File: src/rtl/pow_pkg.sv
// Shared types and helpers for the sequential power unit.
package pow_pkg;

   typedef enum logic [1:0] {
      StIdle,
      StRun,
      StDone
   } pow_state_e;

   localparam logic MODE_WRAP = 1'b0;
   localparam logic MODE_SAT  = 1'b1;

   // Position of the highest set bit plus one; zero for a zero input.
   function automatic int unsigned bit_len(input logic [63:0] v);
      int unsigned n;
      n = 0;
      for (int i = 0; i < 64; i++) begin
         if (v[i]) n = i + 1;
      end
      return n;
   endfunction

endpackage

File: src/rtl/pow_mul.sv
// Combinational unsigned W x W multiplier reporting the low half and whether the high half is nonzero.
module pow_mul #(
   parameter int unsigned W = 32
) (
   input  logic [W-1:0] a,
   input  logic [W-1:0] b,
   output logic [W-1:0] lo,
   output logic         hi_nz
);

   logic [2*W-1:0] prod;

   always_comb begin
      prod  = {{W{1'b0}}, a} * {{W{1'b0}}, b};
      lo    = prod[W-1:0];
      hi_nz = |prod[2*W-1:W];
   end

endmodule

File: src/rtl/pow_unit.sv
// LSB-first square-and-multiply power unit, one exponent bit per clock, with
// valid/ready handshakes, per-transaction wrap/saturate mode and an overflow flag.
module pow_unit
   import pow_pkg::*;
#(
   parameter int unsigned BASE_W = 16,
   parameter int unsigned EXP_W  = 8,
   parameter int unsigned RES_W  = 32
) (
   input  logic              clk,
   input  logic              reset,
   input  logic              in_valid,
   output logic              in_ready,
   input  logic [BASE_W-1:0] base,
   input  logic [EXP_W-1:0]  exp,
   input  logic              sat_mode,
   output logic              out_valid,
   input  logic              out_ready,
   output logic [RES_W-1:0]  result,
   output logic              ovf,
   output logic              busy
);

   if (RES_W < BASE_W) begin : gen_bad_width
      $error("pow_unit: RES_W must be >= BASE_W");
   end

   pow_state_e       state_q, state_d;
   logic [RES_W-1:0] acc_q, acc_d;
   logic [RES_W-1:0] pw_q, pw_d;
   logic [EXP_W-1:0] e_q, e_d;
   logic             mode_q, mode_d;
   logic             acc_ovf_q, acc_ovf_d;
   logic             pw_ovf_q, pw_ovf_d;
   logic [RES_W-1:0] result_q, result_d;
   logic             ovf_q, ovf_d;

   logic [RES_W-1:0] mul_lo, sq_lo;
   logic             mul_hi_nz, sq_hi_nz;

   pow_mul #(.W(RES_W)) u_mul_acc (
      .a     (acc_q),
      .b     (pw_q),
      .lo    (mul_lo),
      .hi_nz (mul_hi_nz)
   );

   pow_mul #(.W(RES_W)) u_mul_sq (
      .a     (pw_q),
      .b     (pw_q),
      .lo    (sq_lo),
      .hi_nz (sq_hi_nz)
   );

   always_comb begin
      state_d   = state_q;
      acc_d     = acc_q;
      pw_d      = pw_q;
      e_d       = e_q;
      mode_d    = mode_q;
      acc_ovf_d = acc_ovf_q;
      pw_ovf_d  = pw_ovf_q;
      result_d  = result_q;
      ovf_d     = ovf_q;

      unique case (state_q)
         StIdle: begin
            if (in_valid) begin
               acc_d     = RES_W'(1);
               pw_d      = RES_W'(base);
               e_d       = exp;
               mode_d    = sat_mode;
               acc_ovf_d = 1'b0;
               pw_ovf_d  = 1'b0;
               if (exp == '0) begin
                  state_d  = StDone;
                  result_d = RES_W'(1);
                  ovf_d    = 1'b0;
               end else begin
                  state_d = StRun;
               end
            end
         end
         StRun: begin
            // A saturated pw only poisons the result once it is actually multiplied in.
            if (e_q[0]) begin
               acc_d     = mul_lo;
               acc_ovf_d = acc_ovf_q | mul_hi_nz | pw_ovf_q;
            end
            pw_d     = sq_lo;
            pw_ovf_d = pw_ovf_q | sq_hi_nz;
            e_d      = e_q >> 1;
            if (e_d == '0) begin
               state_d  = StDone;
               result_d = ((mode_q == MODE_SAT) && acc_ovf_d) ? {RES_W{1'b1}} : acc_d;
               ovf_d    = acc_ovf_d;
            end
         end
         StDone: begin
            if (out_ready) state_d = StIdle;
         end
         default: state_d = StIdle;
      endcase
   end

   always_ff @(posedge clk) begin
      if (reset) begin
         state_q   <= StIdle;
         acc_q     <= '0;
         pw_q      <= '0;
         e_q       <= '0;
         mode_q    <= MODE_WRAP;
         acc_ovf_q <= 1'b0;
         pw_ovf_q  <= 1'b0;
         result_q  <= '0;
         ovf_q     <= 1'b0;
      end else begin
         state_q   <= state_d;
         acc_q     <= acc_d;
         pw_q      <= pw_d;
         e_q       <= e_d;
         mode_q    <= mode_d;
         acc_ovf_q <= acc_ovf_d;
         pw_ovf_q  <= pw_ovf_d;
         result_q  <= result_d;
         ovf_q     <= ovf_d;
      end
   end

   assign in_ready  = (state_q == StIdle);
   assign out_valid = (state_q == StDone);
   assign busy      = (state_q != StIdle);
   assign result    = result_q;
   assign ovf       = ovf_q;

endmodule

File: config.mk
export PLATFORM = sky130hd
export DESIGN_NAME = pow_unit
export DESIGN_NICKNAME = d
export VERILOG_FILES = /design/src/rtl/pow_pkg.sv /design/src/rtl/pow_mul.sv /design/src/rtl/pow_unit.sv
export SDC_FILE = /design/constraint.sdc
export NUM_CORES = 2
export LEC_CHECK = 0
export ABC_AREA = 1
export CELL_PAD_IN_SITES_DETAIL_PLACEMENT = 0
export CELL_PAD_IN_SITES_GLOBAL_PLACEMENT = 2
export CORE_ASPECT_RATIO = 2
export CORE_MARGIN = 3
export CORE_UTILIZATION = 44
export CTS_CLUSTER_SIZE = 12
export DETAILED_ROUTE_END_ITERATION = 6
export DONT_BUFFER_PORTS = 1
export PLACE_DENSITY_LB_ADDON = 0.2
export SYNTH_ARGS = -nofsm -noshare
export SYNTH_HDL_FRONTEND = slang
export SYNTH_SLANG_ARGS = --single-unit
File: constraint.sdc
create_clock -name clk -period 18.6 [get_ports clk]
set_clock_uncertainty 0.2 [all_clocks]
set_input_delay 1.86 -clock clk [delete_from_list [all_inputs] [get_ports clk]]
set_output_delay 1.86 -clock clk [all_outputs]
set_load 0.01 [all_outputs]
==> results by group <==
Worst setup path
  • Critical Path Sink Type: register
  • Crit path kind: register to register
  • Cells on worst reg2reg path: 30
  • Max FO, Critical Path: 47
  • CP Launch Type: register
  • CP max-delay cell: dfxtp_2
  • Worst R2R End: result[30]
  • Worst EP required: 18,720 ps
  • Top cell by count, worst path: nand2_1
  • R2R setup slack: 8800 ps
  • CP peak stage delay: 890 ps
  • CP arrival: 9910 ps
  • Reg-to-Reg Start: pw_q[26]

STA
  • RSZ-0062 raised after global routing: false
  • Crit path time final: 9800 ps
  • Setup TNS: 0 ps
  • WHS: 270 ps
  • Endpoints failing setup: 0
  • Final Max Slew Viols: 0
  • Fin worst setup slack: 8800 ps
  • Slew HR: 0.248
  • Highest clock rate: 102 MHz
  • Fin. Hold Viols: 0
  • Worst-margin pin slew: 1130 ps
  • Fin crit share: 0.527

Power and ir drop
  • Leak pwr: 41.6 nW
  • Worst IR Drop VDD: 59.8 uV
  • PD cells: 60.7 mW/mm2

Clock tree
  • CTS Sinks: 110
  • CTS tree: built
  • CTS Root Cell: clkbuf_16
  • Resize count post-CTS: 0
  • Clk pin slew, worst setup/hold paths: 140 ps
  • CTS Buf Count: 9
  • H-tree depth: 3
  • Clock Path Buffers: 2
  • Hold buffer count at CTS: 0
  • Setup Buffers After CTS: 0
  • Later-pin clock latency in the skew report: 460 ps

Floorplan
  • Die H: 574 um
  • Total Die Area: 0.167 mm2
  • Die X: 290 um
  • Starting Density: 0.443
  • Core ar.: 0.161 mm2
  • Ports: 65
  • FP Rows: 208

Synthesis
  • Post-Syn Nets: 11,600
  • Netlist cell types: 48
  • Top post-synthesis cells by area: fa_1 48%, inv_1 16%, nand2_1 13%, ha_1 9.3%, dfxtp_1 3.1%
  • Synth Flop Type: dfxtp_1
  • Top-count cell post-synth: inv_1
  • Post-synthesis cell count: 9,348
  • Post-synth top area share: 0.481
  • Yosys warns: 0
  • Leading area contributor after synthesis: fa_1
  • Syn Area/Cell: 7.61 um2
  • Top post-synthesis cells by count: 3,069 x inv_1, 2,461 x nand2_1, 1,709 x fa_1
  • Sequential area share after synthesis: 0.0310
  • Synth Cell Area: 0.0711 mm2
  • Synth async-reset ratio: 0
  • Flops & latches, synth: 110
  • EDFF count, synth: 0

Worst hold path
  • Hold Crit Endpoint: e_q[0]
  • WHS Path Cells: 2
  • Hold Path Origin: e_q[1]
  • Hold Path Class: register to register

Global route
  • Vias in the first global route: 63,800
  • Largest net degree at the start of global routing: 97
  • Initial antenna violation count: 2
  • Total grt overflow: 0
  • GRT Total Usage: 0.311
  • First-pass GRT wire length: 384 mm

Routing
  • WL/cell: 22.7 um
  • Total wire length: 254 mm
  • Via count: 55,700
  • First drt pass iteration count: 5
  • Antenna viol nets, final: 0
  • Drt drc: 0
  • Initial DRC Count: 2,606
  • Routed vias/inst: 4.98

Layout
  • P&R area growth vs syn: 3.17%
  • Final cell utilization of the core: 0.457
  • Layout cells sized above 1: 0.0293
  • Register Area: 0.00224 mm2
  • Area of the multi-input gates: 0.0558 mm2
  • Post-layout net count: 11,300
  • Fill cell count: 16,600

Placement
  • IO buf count: 0
  • Final HPWL DP: 212 mm
  • Placement Setup Slack: 8860 ps
  • RePlAce Congestion: 0.982

Outcome
  • Status: finished, final reports clean

Run
  • Max cap viols: 0
==> metal layers <==
layer  global-route usage  share of wire  vias to the layer above
met5                    0              0                        -
met4                0.199          0.082                        0
met3               0.0202          0.024                      676
met2                0.649           0.59                     1289
met1                0.281           0.30                    28400
li1                     -              -                    25400
==> metrics by stage <==
| step | instance area (um2) | cells | power [mW] |
|---|---|---|---|
| finish | 73400 | 11200 | 4.45 |
| floorplan | 71100 | 9348 | 2.78 |
| global route | 73300 | 11200 | 4.87 |
| global placement | 73000 | 11200 | 4.21 |
| detailed placement | 73000 | 11200 | 4.23 |
| CTS | 73300 | 11200 | 4.50 |
==> cell usage in the layout, fill, tap and decap left out, types with 9 or more instances in the layout <==
cell type	instances
clkbuf_16	9
nand3_1	103
nand4_1	23
nor2_1	293
dfxtp_2	32
buf_4	108
inv_1	3069
xor2_1	60
a21oi_2	27
o22ai_1	24
or2_2	14
nand2_1	2461
o21ai_0	133
nor2_2	13
a31oi_1	27
xnor2_1	16
nor3_1	23
ha_1	528
dfxtp_1	78
fa_1	1709
o21bai_1	16
a21oi_1	190
nand2_2	31
nor4_1	9
==> worst max path at each step <==
| stage | startpoint | end | slack (ps) |
|---|---|---|---|
| after floorplan | pw_q[14] | result[12] | 11180 |
| after global routing | pw_q[14] | result[24] | 8380 |
| after global placement | pw_q[14] | result[23] | 8770 |
| final | pw_q[26] | result[30] | 8800 |
| after detailed placement | pw_q[14] | result[16] | 8860 |
| after CTS | pw_q[26] | result[30] | 8810 |
==> sequential cells by signal (all words and copies together) (netlist names) <==
| name | cells |
|---|---|
| acc_q | 32 |
| pw_q | 32 |
| result | 32 |
| e_q | 8 |
| state_q | 2 |
| acc_ovf_q | 1 |
| mode_q | 1 |
| ovf | 1 |
| pw_ovf_q | 1 |
==> critical path, delay by kind of cell (launching register included) <==
family	cells	cell delay, ps
AO/OA/AOI/OAI	4	1100
buffers and inverters	3	910
adder cells (fa/ha/maj)	9	4600
AND/OR/NAND/NOR	14	1940
flip-flops	1	890
==> layout make-up <==
class,instances,area share
Clock buffer,9,0.00307
Sequential cell,110,0.0306
Inverter,3080,0.158
Tap cell,2100,0.0358
Multi-Input combinational cell,5759,0.761
Antenna cell,3,0.000102
Timing Repair Buffer,108,0.0111
Clock inverter,7,0.00109
==> where the power goes <==
part | leakage [nW] | internal [mW] | switching, mW
combinational | 40.5 | 1.21 | 2.62
sequential | 0.908 | 0.272 | 0.114
clock | 0.146 | 0.0974 | 0.137
total | 41.6 | 1.58 | 2.87
==> cell families after synthesis <==
group | Yosys count | synth area share
AO/OA/AOI/OAI | 439 | 0.0347
XOR/XNOR | 76 | 0.00936
buffers and inverters | 3479 | 0.184
AND/OR/NAND/NOR | 3007 | 0.166
adder cells (fa/ha/maj) | 2237 | 0.574
flip-flops | 110 | 0.0310
Power figures use the tool's default switching activity.
